**src/rtl/tx_pkt_serializer_pkg.sv**
```systemverilog
// Shared types, packet-type constants and helper functions for the TX packet serializer.
package tx_pkt_pkg;

  localparam int WORD_W     = 16;
  localparam int NUM_FIELDS = 7;

  localparam logic [2:0] PKT_HB      = 3'b000;
  localparam logic [2:0] PKT_CHE     = 3'b001;
  localparam logic [2:0] PKT_INV     = 3'b010;
  localparam logic [2:0] PKT_MR      = 3'b011;
  localparam logic [2:0] PKT_CHT     = 3'b100;
  localparam logic [2:0] PKT_DATA    = 3'b101;
  localparam logic [2:0] PKT_SOS     = 3'b110;
  localparam logic [2:0] PKT_INVALID = 3'b111;

  localparam int FIELD_SRC       = 0;
  localparam int FIELD_DEST      = 1;
  localparam int FIELD_SRC_HOPS  = 2;
  localparam int FIELD_QVALUE    = 3;
  localparam int FIELD_ENERGY    = 4;
  localparam int FIELD_CHOSEN_CH = 5;
  localparam int FIELD_HOPS_CH   = 6;

  typedef enum logic [1:0] {S_IDLE, S_HDR, S_BODY, S_CSUM} tx_state_t;

  typedef struct packed {
    logic                                valid;
    logic [2:0]                          ptype;
    logic [NUM_FIELDS-1:0][WORD_W-1:0]   fields;
  } pkt_slot_t;

  // An all-zero mask marks a packet type that is never transmitted.
  function automatic logic [NUM_FIELDS-1:0] type_mask(input logic [2:0] ptype);
    case (ptype)
      PKT_HB:                 return 7'b0011101;
      PKT_INV:                return 7'b1111001;
      PKT_MR:                 return 7'b0011111;
      PKT_CHT:                return 7'b0100011;
      PKT_DATA, PKT_SOS:      return 7'b0011111;
      PKT_CHE, PKT_INVALID:   return 7'b0000000;
      default:                return 7'b0000000;
    endcase
  endfunction

  function automatic logic [7:0] pkt_len(input logic [NUM_FIELDS-1:0] mask);
    logic [7:0] n;
    n = 8'd2;
    for (int i = 0; i < NUM_FIELDS; i++) n = n + {7'b0, mask[i]};
    return n;
  endfunction

  function automatic logic [2:0] first_set(input logic [NUM_FIELDS-1:0] mask);
    logic [2:0] idx;
    idx = 3'd0;
    for (int i = NUM_FIELDS - 1; i >= 0; i--) if (mask[i]) idx = 3'(i);
    return idx;
  endfunction

endpackage

```
**src/rtl/tx_pkt_serializer_if.sv**
```systemverilog
// Word stream from the serializer to the MAC: data/valid/last forward, ready back.
interface tx_pkt_serializer_if #(parameter int WORD_WIDTH = 16) ();

  logic [WORD_WIDTH-1:0] tx_data;
  logic                  tx_valid;
  logic                  tx_last;
  logic                  tx_ready;

  modport master (output tx_data, tx_valid, tx_last, input tx_ready);
  modport slave  (input tx_data, tx_valid, tx_last, output tx_ready);

endinterface

```
**src/rtl/tx_pkt_slot_buf.sv**
```systemverilog
// Two-entry packet store: the active slot feeds the serializer, the hold slot queues one more.
module tx_pkt_slot_buf import tx_pkt_pkg::*; #(
  parameter int CNT_WIDTH = 8
) (
  input  logic                 clk,
  input  logic                 nrst,
  input  logic                 load,
  input  logic                 advance,
  input  pkt_slot_t            new_pkt,
  output pkt_slot_t            active,
  output logic                 hold_valid,
  output logic                 load_active,
  output logic [CNT_WIDTH-1:0] drop_cnt
);

  pkt_slot_t hold;
  logic      load_hold;
  logic      drop;

  // A checksum transfer frees a slot this cycle, so a coinciding load is never dropped.
  always_comb begin
    load_active = load && (!active.valid || (advance && !hold.valid));
    load_hold   = load && !load_active && (!hold.valid || advance);
    drop        = load && !load_active && !load_hold;
  end

  always_ff @(posedge clk or negedge nrst) begin
    if (!nrst) begin
      active   <= '0;
      hold     <= '0;
      drop_cnt <= '0;
    end else begin
      if (load_active)  active <= new_pkt;
      else if (advance) active <= hold;

      if (load_hold)    hold <= new_pkt;
      else if (advance) hold.valid <= 1'b0;

      if (drop && (drop_cnt != '1)) drop_cnt <= drop_cnt + CNT_WIDTH'(1);
    end
  end

  assign hold_valid = hold.valid;

endmodule

```
**src/rtl/tx_pkt_serializer.sv**
```systemverilog
// Serializes captured reward packets into header / masked fields / XOR checksum words for the MAC.
module tx_pkt_serializer import tx_pkt_pkg::*; #(
  parameter int WORD_WIDTH = WORD_W,
  parameter int CNT_WIDTH  = 8
) (
  input  logic                  clk,
  input  logic                  nrst,
  input  logic                  reward_done,
  input  logic [2:0]            rPacketType,
  input  logic [WORD_WIDTH-1:0] rSourceID,
  input  logic [WORD_WIDTH-1:0] rDestinationID,
  input  logic [WORD_WIDTH-1:0] rSourceHops,
  input  logic [WORD_WIDTH-1:0] rQValue,
  input  logic [WORD_WIDTH-1:0] rEnergyLeft,
  input  logic [WORD_WIDTH-1:0] rChosenCH,
  input  logic [WORD_WIDTH-1:0] rHopsFromCH,
  tx_pkt_serializer_if.master   tx,
  output logic                  busy,
  output logic                  pkt_sent,
  output logic [CNT_WIDTH-1:0]  drop_cnt
);

  tx_state_t                 state, next_state;
  pkt_slot_t                 new_pkt, active;
  logic                      hold_valid, load_active, load, xfer, advance;
  logic [NUM_FIELDS-1:0]     active_mask, rem_mask, rem_next;
  logic [2:0]                field_idx;
  logic [WORD_W-1:0]         header, csum;

  always_comb begin
    new_pkt                          = '0;
    new_pkt.valid                    = 1'b1;
    new_pkt.ptype                    = rPacketType;
    new_pkt.fields[FIELD_SRC]        = rSourceID;
    new_pkt.fields[FIELD_DEST]       = rDestinationID;
    new_pkt.fields[FIELD_SRC_HOPS]   = rSourceHops;
    new_pkt.fields[FIELD_QVALUE]     = rQValue;
    new_pkt.fields[FIELD_ENERGY]     = rEnergyLeft;
    new_pkt.fields[FIELD_CHOSEN_CH]  = rChosenCH;
    new_pkt.fields[FIELD_HOPS_CH]    = rHopsFromCH;
  end

  assign load        = reward_done && (type_mask(rPacketType) != '0);
  assign xfer        = (state != S_IDLE) && tx.tx_ready;
  assign advance     = (state == S_CSUM) && tx.tx_ready;
  assign active_mask = type_mask(active.ptype);
  assign header      = {5'b0, active.ptype, pkt_len(active_mask)};
  assign rem_next    = rem_mask & ~(7'(1) << field_idx);
  assign busy        = active.valid || hold_valid;

  tx_pkt_slot_buf #(.CNT_WIDTH(CNT_WIDTH)) u_slot_buf (
    .clk         (clk),
    .nrst        (nrst),
    .load        (load),
    .advance     (advance),
    .new_pkt     (new_pkt),
    .active      (active),
    .hold_valid  (hold_valid),
    .load_active (load_active),
    .drop_cnt    (drop_cnt)
  );

  always_ff @(posedge clk or negedge nrst) begin
    if (!nrst) state <= S_IDLE;
    else       state <= next_state;
  end

  // Outputs come only from registers, so they stay stable while the MAC stalls.
  always_comb begin
    next_state  = state;
    tx.tx_valid = 1'b0;
    tx.tx_last  = 1'b0;
    tx.tx_data  = '0;
    pkt_sent    = 1'b0;
    case (state)
      S_IDLE: if (load_active) next_state = S_HDR;
      S_HDR: begin
        tx.tx_valid = 1'b1;
        tx.tx_data  = header;
        if (xfer) next_state = S_BODY;
      end
      S_BODY: begin
        tx.tx_valid = 1'b1;
        tx.tx_data  = active.fields[field_idx];
        if (xfer && (rem_next == '0)) next_state = S_CSUM;
      end
      S_CSUM: begin
        tx.tx_valid = 1'b1;
        tx.tx_last  = 1'b1;
        tx.tx_data  = csum;
        if (xfer) begin
          pkt_sent   = 1'b1;
          next_state = (hold_valid || load_active) ? S_HDR : S_IDLE;
        end
      end
      default: next_state = S_IDLE;
    endcase
  end

  always_ff @(posedge clk or negedge nrst) begin
    if (!nrst) begin
      field_idx <= '0;
      rem_mask  <= '0;
      csum      <= '0;
    end else if (xfer) begin
      case (state)
        S_HDR: begin
          csum      <= header;
          rem_mask  <= active_mask;
          field_idx <= first_set(active_mask);
        end
        S_BODY: begin
          csum      <= csum ^ active.fields[field_idx];
          rem_mask  <= rem_next;
          field_idx <= first_set(rem_next);
        end
        default: ;
      endcase
    end
  end

endmodule

```
**src/flat_wrapper.sv**
```systemverilog
// flat-port wrapper written by rule: the top's interface ports become plain ports
module tx_pkt_serializer_flat import tx_pkt_pkg::*;
#(
  parameter int WORD_WIDTH = WORD_W,
  parameter int CNT_WIDTH  = 8
)
  (clk, nrst, reward_done, rPacketType, rSourceID, rDestinationID, rSourceHops, rQValue, rEnergyLeft, rChosenCH, rHopsFromCH, busy, pkt_sent, drop_cnt, tx_tx_data, tx_tx_valid, tx_tx_last, tx_tx_ready);
  tx_pkt_serializer_if #(.WORD_WIDTH(WORD_WIDTH)) tx_i ();
  input  logic clk;
  input  logic nrst;
  input  logic reward_done;
  input  logic [2:0] rPacketType;
  input  logic [WORD_WIDTH-1:0] rSourceID;
  input  logic [WORD_WIDTH-1:0] rDestinationID;
  input  logic [WORD_WIDTH-1:0] rSourceHops;
  input  logic [WORD_WIDTH-1:0] rQValue;
  input  logic [WORD_WIDTH-1:0] rEnergyLeft;
  input  logic [WORD_WIDTH-1:0] rChosenCH;
  input  logic [WORD_WIDTH-1:0] rHopsFromCH;
  output logic busy;
  output logic pkt_sent;
  output logic [CNT_WIDTH-1:0] drop_cnt;
  output wire logic [$bits(tx_i.tx_data)-1:0] tx_tx_data;
  output wire logic [$bits(tx_i.tx_valid)-1:0] tx_tx_valid;
  output wire logic [$bits(tx_i.tx_last)-1:0] tx_tx_last;
  input wire logic [$bits(tx_i.tx_ready)-1:0] tx_tx_ready;
  assign tx_tx_data = tx_i.tx_data;
  assign tx_tx_valid = tx_i.tx_valid;
  assign tx_tx_last = tx_i.tx_last;
  assign tx_i.tx_ready = tx_tx_ready;
  tx_pkt_serializer #(.WORD_WIDTH(WORD_WIDTH), .CNT_WIDTH(CNT_WIDTH)) u_core (.clk(clk), .nrst(nrst), .reward_done(reward_done), .rPacketType(rPacketType), .rSourceID(rSourceID), .rDestinationID(rDestinationID), .rSourceHops(rSourceHops), .rQValue(rQValue), .rEnergyLeft(rEnergyLeft), .rChosenCH(rChosenCH), .rHopsFromCH(rHopsFromCH), .tx(tx_i), .busy(busy), .pkt_sent(pkt_sent), .drop_cnt(drop_cnt));
endmodule
```
**config.mk**
```make
export PLATFORM = sky130hd
export DESIGN_NAME = tx_pkt_serializer_flat
export DESIGN_NICKNAME = d
export VERILOG_FILES = /design/src/rtl/tx_pkt_serializer_pkg.sv /design/src/rtl/tx_pkt_serializer_if.sv /design/src/rtl/tx_pkt_slot_buf.sv /design/src/rtl/tx_pkt_serializer.sv /design/src/flat_wrapper.sv
export SDC_FILE = /design/constraint.sdc
export NUM_CORES = 1
export LEC_CHECK = 0
export ABC_AREA = 0
export BUFFER_PORTS_ARGS = -buffer_cell sky130_fd_sc_hd__buf_2
export CAP_MARGIN = 20
export CORE_MARGIN = 4
export CORE_UTILIZATION = 30
export DETAILED_ROUTE_END_ITERATION = 10
export GPL_ROUTABILITY_DRIVEN = 0
export GPL_TIMING_DRIVEN = 0
export RECOVER_POWER = 25
export SETUP_SLACK_MARGIN = 0.15
export SLEW_MARGIN = 5
export SYNTH_ARGS = -nofsm -noshare
export SYNTH_HDL_FRONTEND = slang
export SYNTH_SLANG_ARGS = --single-unit
```
**constraint.sdc**
```tcl
create_clock -name clk -period 3.3 [get_ports clk]
set_clock_uncertainty 0.2 [all_clocks]
set_input_delay 0.165 -clock clk [delete_from_list [all_inputs] [get_ports clk]]
set_output_delay 0.165 -clock clk [all_outputs]
set_load 0.01 [all_outputs]
```
==> results.md, run 1 <==
- DR pass1 iterations: 6
- DRC Markers: 0
- Post-Layout Cell Count: approximately 2100
- Most used DFF post-synth: dfrtp_1
- Final instance area: roughly 18000 sq um
- Syn nets: 1299
- First-pass GRT wire length: 63.7 mm
- Die area: about 48000 sq um
- Via count: about 10000
- Clock Sinks: ~270
- Share of cells above drive strength 1: 29.9%
- Max Clk Rate: ~0.3 GHz
- CTS root buffer: clkbuf_16
- CP top delay family: adder cells
- Largest net degree at the start of global routing: 107
- Placed Cells: ~1900
- Worst-Skew Late Latency: approximately 0.58 ns
- Row count: slightly below 80
- Arr. time, crit path: 2.88 ns
- Status: finished, violations left
- Fraction of synthesized cell area in xor and xnor cells: less than 1%
- Worst hold path class: in -> reg
- CP Max Fanout: 4
- Initial drt markers: between 800 and 900
- Core Region: approximately 44000 sq um
- Syn Inst Count: around 1200
- Peak supply drop: just over 500 uV
- Max Cap Viol: 1
- Slowest Stage Delay on Critical Path: 0.40 ns
- Post-synth EDFFs: 0
- Reg clk slew, reported paths: around 0.06 ns
- Die H: around 220 um
- Fin Hold WS: approximately 0.16 ns
- Clock buffer count from CTS: 31
- Initial antenna violation count: 2
- IO buf count: around 150
- Total grt overflow: 0
- Most used cell, CP: ha_4
- Post-synthesis sequential area ratio: 49.8%
- Placed Area: 15000 sq um
- Worst path cell trace: inv_4 -> ha_4 -> xor2_4 -> fa_2 -> inv_2 -> ha_4 -> or2_4 -> o221a_4 -> a222oi_1 -> nor2_1 -> buf_2
- DR WL/cell: ~20 um
- Crit. End Element: primary output
- Max-slew violations: roughly 110
- Largest family of logic cells by synthesized area: multiplexers
- P_leak: 8.29 nW
- GRT Total Usage: between 10% and 20%
- Post-Synth Adder-Cell Area: around 2.0%
- Post-synthesis mux area share: between 20% and 30%
- IO Pins: roughly 150
- Post-synthesis register bit count: between 200 and 300
- Worst path required time: 2.93 ns
- RSZ-0062 raised after global routing: true
- Mean Syn Cell Area: 11.6 sq um
- Slowest cell on crit path: dfrtp_2
- Die X: 220 um
- Via density: about 5
- Final Hold Fails: 0
- Post-route antenna net violation count: 0
- Area fraction in compound gates after synthesis: a little over a tenth
- Final setup violation count: 0
- Yosys warns: 0
- Area growth syn-to-layout: 30.0%
- Min cycle time layout: about 3.2 ns
- Final HPWL DP: 29.9 mm
- Critical Path Start Type: register
- Final net count: 1613
- Synth async-reset ratio: 100%
- Maximum root-to-sink buffer count: 3
- Synth cell types: 61
- Crit Path Class: reg -> out
- Pwr dens: between 1000 and 1500 nW/um^2
- Cell Area, Synth: around 13000 sq um
- Tcrit/Tclk final: 98.2%
- Number of global-route vias before repair: between 10000 and 15000
- CTS tree: done
- Worst path bufs/invs: 3
- CTS HTree Levels: 1
- Least-Margin Pin Slew: around 2.5 ns
- Worst slew margin: -65.8%
- DRT Wirelength: slightly above 40 mm
- Violated checks: capacitance limit, slew limit
- Starting Density: a little under a third
- Area share of and/or/nand/nor cells after synthesis: around 7.4%
==> power by group <==
part           internal, mW  switching [mW]
clock network          1.95            1.39
logic                  4.29            4.29
registers              4.99            1.22
total                  11.2            6.90
==> state kept, by name (all words and copies together), names as in the netlist <==
| signal | cells |
|---|---|
| u_core.field_idx | 3 |
| u_core.u_slot_buf.drop_cnt | 8 |
| u_core.csum | 16 |
| u_core.u_slot_buf.hold | 115 |
| u_core.u_slot_buf.hold_valid | 1 |
| u_core.state | 2 |
| u_core.u_slot_buf.active | 116 |
| u_core.rem_mask | 7 |
==> synth_stat cells (2+ instances only) <==
cell type / number / share of area (%)
nand2_1: 26 / 0.72
o2bb2ai_1: 2 / 0.13
mux2_4: 50 / 5.6
nor2_1: 165 / 4.6
a21boi_0: 2 / 0.11
xor2_1: 2 / 0.13
nor2b_1: 4 / 0.19
mux2_1: 6 / 0.50
o32ai_1: 2 / 0.13
clkbuf_1: 39 / 1.1
buf_4: 8 / 0.45
buf_6: 3 / 0.25
mux4_2: 16 / 2.7
a21o_1: 2 / 0.11
buf_12: 5 / 0.74
inv_1: 20 / 0.56
a22oi_1: 26 / 1.4
a221oi_1: 2 / 0.13
nand3_1: 3 / 0.11
nand2b_1: 7 / 0.33
a22o_1: 9 / 0.59
dfrtp_1: 268 / 50
buf_2: 23 / 0.85
o21ai_0: 12 / 0.45
o22ai_1: 8 / 0.37
mux2_2: 88 / 7.4
a21oi_1: 154 / 5.7
nand4_1: 6 / 0.28
mux2i_1: 125 / 9.3
ha_1: 20 / 1.9
buf_1: 4 / 0.11
xnor2_1: 6 / 0.39
nor3b_1: 2 / 0.11
nor3_1: 5 / 0.19
a222oi_1: 7 / 0.52
and3_1: 6 / 0.28
or2_2: 2 / 0.093
==> path summary, 6_finish.rpt <==
check	startpoint	to	slack, ns	cells past startpoint
max in group asynchronous	nrst	u_core.u_slot_buf.hold[66]$_DFFE_PN0P_	0.59	3
max reg2reg	u_core.state[1]$_DFFE_PN0P_	u_core.u_slot_buf.active[99]$_DFFE_PN0P_	0.41	6
max	u_core.u_slot_buf.active[112]$_DFFE_PN0P_	tx_tx_data[2]	0.06	11
min reg2reg	u_core.u_slot_buf.drop_cnt[5]$_DFFE_PN0P_	u_core.u_slot_buf.drop_cnt[5]$_DFFE_PN0P_	0.29	1
min in group asynchronous	nrst	u_core.u_slot_buf.hold[2]$_DFFE_PN0P_	0.68	2
min	rSourceHops[2]	u_core.u_slot_buf.hold[34]$_DFFE_PN0P_	0.16	3
==> cell usage in the layout (no fill, tap or decap), types with 4 or more instances in the layout <==
cell type | Yosys | final
xnor2_1 | 6 | 6
ha_1 | 20 | 18
mux4_2 | 16 | 16
a21oi_1 | 154 | 147
mux2_4 | 50 | 50
nor2_1 | 165 | 161
a222oi_1 | 7 | 7
o21ai_0 | 12 | 12
clkbuf_1 | 39 | 42
buf_4 | 8 | 23
mux2i_1 | 125 | 125
mux2_1 | 6 | 6
nand4_1 | 6 | 6
nor2b_1 | 4 | 4
dlygate4sd3_1 | 0 | 119
clkbuf_16 | 0 | 31
a22o_1 | 9 | 9
a22oi_1 | 26 | 17
inv_1 | 20 | 16
nor3_1 | 5 | 5
mux2_2 | 88 | 88
clkinv_2 | 0 | 7
nand2b_1 | 7 | 7
o22ai_1 | 8 | 8
a21oi_2 | 0 | 6
a22oi_2 | 0 | 9
buf_2 | 23 | 166
and3_1 | 6 | 6
nand2_1 | 26 | 26
clkbuf_2 | 0 | 4
dfrtp_1 | 268 | 266
buf_12 | 5 | 10
==> per-layer routing <==
layer  vias up  global-route usage (%)  wire (um)
met1      5115                    23.8      18600
met3        62                    2.96       2280
li1       4785                       -          -
met2       281                    27.4      19100
met4         2                    4.31       1090
met5         -                       0          7
==> worst register-to-register path, stage by stage, from the launching register on <==
cell and delay, ns:
dfrtp_1 0.43, ha_1 0.25, nand2_1 0.20, clkbuf_1 0.59
clkbuf_1 0.72, mux2i_1 0.28, a21oi_1 0.09
==> stage by stage <==
stage / power (mW) / setup TNS (ns) / worst slack, ns / util, %
2_1_floorplan: 11.5 / 0 / 0.455 / -
3_3_place_gp: 13.8 / -841.55 / -3.16 / 33.7
3_5_place_dp: 14.0 / -0.0825 / -0.0243 / 33.9
4_1_cts: 18.0 / -0.00477 / -0.00477 / 39.3
5_1_grt: 19.3 / -0.105 / -0.104 / 39.5
6_report: 18.1 / 0 / 0.0599 / 39.5
==> kinds of logic (layout without fill, tap and decap cells) <==
| kind of cell | after synthesis | after routing |
|---|---|---|
| other | 0 | 1 |
| buffers and inverters | 104 | 439 |
| multiplexers | 285 | 285 |
| XOR/XNOR | 8 | 8 |
| AND/OR/NAND/NOR | 234 | 234 |
| flip-flops | 268 | 268 |
| adder cells (fa/ha/maj) | 21 | 21 |
| AO/OA/AOI/OAI | 239 | 239 |
==> what timing repair did <==
| item | 4_1_cts | 5_1_grt |
|---|---|---|
| pin swaps | 12 | 10 |
| gates resized for setup | 39 | 27 |
| setup buffers | 12 | 3 |
| setup endpoints to repair | 9 | 12 |
| hold endpoints to repair | 337 | 0 |
| hold buffers | 119 | 0 |
==> layout make-up <==
| cell class | count | area, sq um |
|---|---|---|
| antenna | 1 | 2.50 |
| buffer | 82 | 548 |
| clock buffer | 42 | 847 |
| clock inverter | 12 | 131 |
| fill | 4312 | 26800 |
| inverter | 21 | 83.8 |
| multi-input combinational | 787 | 6350 |
| sequential | 268 | 6710 |
| tap | 592 | 741 |
| timing repair buffer | 282 | 2090 |
No activity file was read; power rests on OpenSTA's default activity.
==> run 2, diff against run 1 <==
Settings changed: CORE_UTILIZATION 30 to 24.
==> run 2 against run 1 <==
The flow still finishes with violations (capacitance limit, slew limit). Sequential power hardly changed. Wire length grew 5.4%. Highest routed layer unchanged. Critical path type unchanged. Register-to-register slack worse by 0.02 ns. Total power up 1.8%.
==> results.md, run 2 (synthesis results as in run 1) <==
- Min-Delay Path Depth: 3
- Die X: around 240 um
- P_leak: 8.33 nW
- Clock buffer count from CTS: 30
- Final HPWL DP: 31.7 mm
- DRC Markers: 0
- Final Hold Fails: 0
- Number of flip-flops in the largest register: approximately 120
- Tcrit/Tclk final: 98.2%
- CTS HTree Levels: 1
- Status: finished, violations left
- Clock Sinks: roughly 270
- Post-Layout Cell Count: 2248
- Total grt overflow: 0
- IO Pins: about 150
- Worst hold path class: in -> reg
- DR pass1 iterations: 5
- Min cycle time layout: roughly 3.2 ns
- Arr. time, crit path: 2.88 ns
- Via count: 10323
- Final setup violation count: 0
- Reg clk slew, reported paths: around 0.060 ns
- Inserted Diodes: 0
- Largest regs: u_core.u_slot_buf.active (116), u_core.u_slot_buf.hold (115), u_core.csum (16)
- Commonest non-fill, non-tap cell in the layout: dfrtp_1
- Largest net degree at the start of global routing: ~120
- R2R cell count: 6
- Placed Area: between 15000 and 20000 sq um
- Placed Cells: around 2100
- Commonest non-fill, non-tap cells in the layout: dfrtp_1, nor2_1, buf_2
- Max Clk Rate: between 0.3 and 0.4 GHz
- CTS tree: done
- Via density: 4.59
- Starting Density: about a quarter
- Area growth syn-to-layout: 32.2%
- Final net count: ~1600
- Final instance area: 17800 sq um
- IO buf count: roughly 150
- Share of cells above drive strength 1: a little under a third
- Least-Margin Pin Slew: between 1.5 and 2 ns
- Peak supply drop: between 400 and 500 uV
- RSZ-0062 raised after global routing: true
- CP Max Fanout: 7
- Die area: 60000 sq um
- Most flops, register: u_core.u_slot_buf.active
- Violated checks: capacitance limit, slew limit
- Maximum root-to-sink buffer count: 3
- Pwr dens: 1040 nW/um^2
- Setup TNS: 0 ns
- Max-slew violations: between 200 and 300
- Number of global-route vias before repair: between 10000 and 15000
- First-pass GRT wire length: 66.3 mm
- Crit Path Class: reg -> out
- FILL cells: about 5700
- Row count: 86
- Initial drt markers: 796
- Post-route antenna net violation count: 0
- GRT Total Usage: 14.2%
- Worst path required time: about 3 ns
- Core Region: between 50000 and 60000 sq um
- Worst-Skew Late Latency: about 0.57 ns
- Worst slew margin: -20.0%
- DR WL/cell: 19.3 um
- Die H: approximately 240 um
- Max Cap Viol: 3
- CTS root buffer: clkbuf_16
- Initial antenna violation count: 1
- Critical Path Start Type: register
- DRT Wirelength: approximately 43 mm
- Crit. End Element: primary output
==> run 2: changes by cell type in the layout (fill, tap and decap cells not counted), moves of 3 or more <==
cell and delta:
clkbuf_1 +3, clkinv_2 -5, a21oi_2 +3, clkbuf_8 +3, buf_4 +5, buf_2 -6
==> run 2: area by class of cell <==
class                      count  area, sq um  area share, %
inverter                      21         83.8          0.471
multi-input combinational    787         6360           35.7
clock buffer                  44          885           4.97
clock inverter                 9          153          0.857
timing repair buffer         289         2120           11.9
sequential                   268         6710           37.7
tap                          748          936           5.26
buffer                        82          554           3.11
==> run 2: worst paths after layout <==
path / from / end / slack (ns)
setup reg to reg: u_core.state[1]$_DFFE_PN0P_ / u_core.u_slot_buf.active[106]$_DFFE_PN0P_ / 0.39
hold / removal: rSourceHops[1] / u_core.u_slot_buf.hold[33]$_DFFE_PN0P_ / 0.17
hold reg to reg: u_core.u_slot_buf.drop_cnt[5]$_DFFE_PN0P_ / u_core.u_slot_buf.drop_cnt[5]$_DFFE_PN0P_ / 0.30
max in group asynchronous: nrst / u_core.u_slot_buf.hold[111]$_DFFE_PN0P_ / 0.60
setup / recovery: u_core.u_slot_buf.active[113]$_DFFE_PN0P_ / tx_tx_data[2] / 0.06
min in group asynchronous: nrst / u_core.u_slot_buf.active[60]$_DFFE_PN0P_ / 1.01
==> run 2: timing repair <==
| item | CTS | global route |
|---|---|---|
| cloned | 0 | 1 |
| setup buffers | 16 | 3 |
| hold endpoints to repair | 501 | 0 |
| hold buffers | 121 | 0 |
| pin swaps | 14 | 12 |
| gates resized for setup | 40 | 35 |
| setup endpoints to repair | 13 | 30 |
==> run 2: through the flow <==
step / power, mW / utilization (%) / setup WS (ns) / hold slack [ns]
final: 18.5 / 32.2 / 0.0581 / 0.170
after detailed placement: 14.1 / 27.5 / -0.108 / -0.110
after global placement: 13.8 / 27.4 / -3.12 / 0.214
after CTS: 18.3 / 32.0 / 0.00585 / 0.147
after global routing: 19.6 / 32.2 / -0.0824 / 0.171
after floorplan: 11.5 / - / 0.455 / -0.331
==> run 2: critical path, stage by stage (launching register included) <==
cell and delay [ns]:
dfrtp_2 0.42, buf_4 0.17, ha_1 0.18, nand2b_1 0.12, fa_2 0.22, inv_2 0.05
ha_4 0.16, or2_4 0.22, o221a_4 0.22, a222oi_1 0.30, nor2_1 0.08, buf_2 0.16
==> run 2: power breakdown <==
group | total (mW) | leakage [nW] | switching, mW | internal [mW]
combinational | 8.70 | 4.65 | 4.36 | 4.34
clock | 3.54 | 0.498 | 1.38 | 2.15
sequential | 6.24 | 3.18 | 1.25 | 4.99
==> run 2: metal layers <==
layer	up-vias	wire (um)	GRT usage, %
met2	291	20300	23.2
met1	5190	19300	19.6
met5	-	13	0
met3	66	2480	2.27
met4	2	1220	3.59
li1	4774	-	-
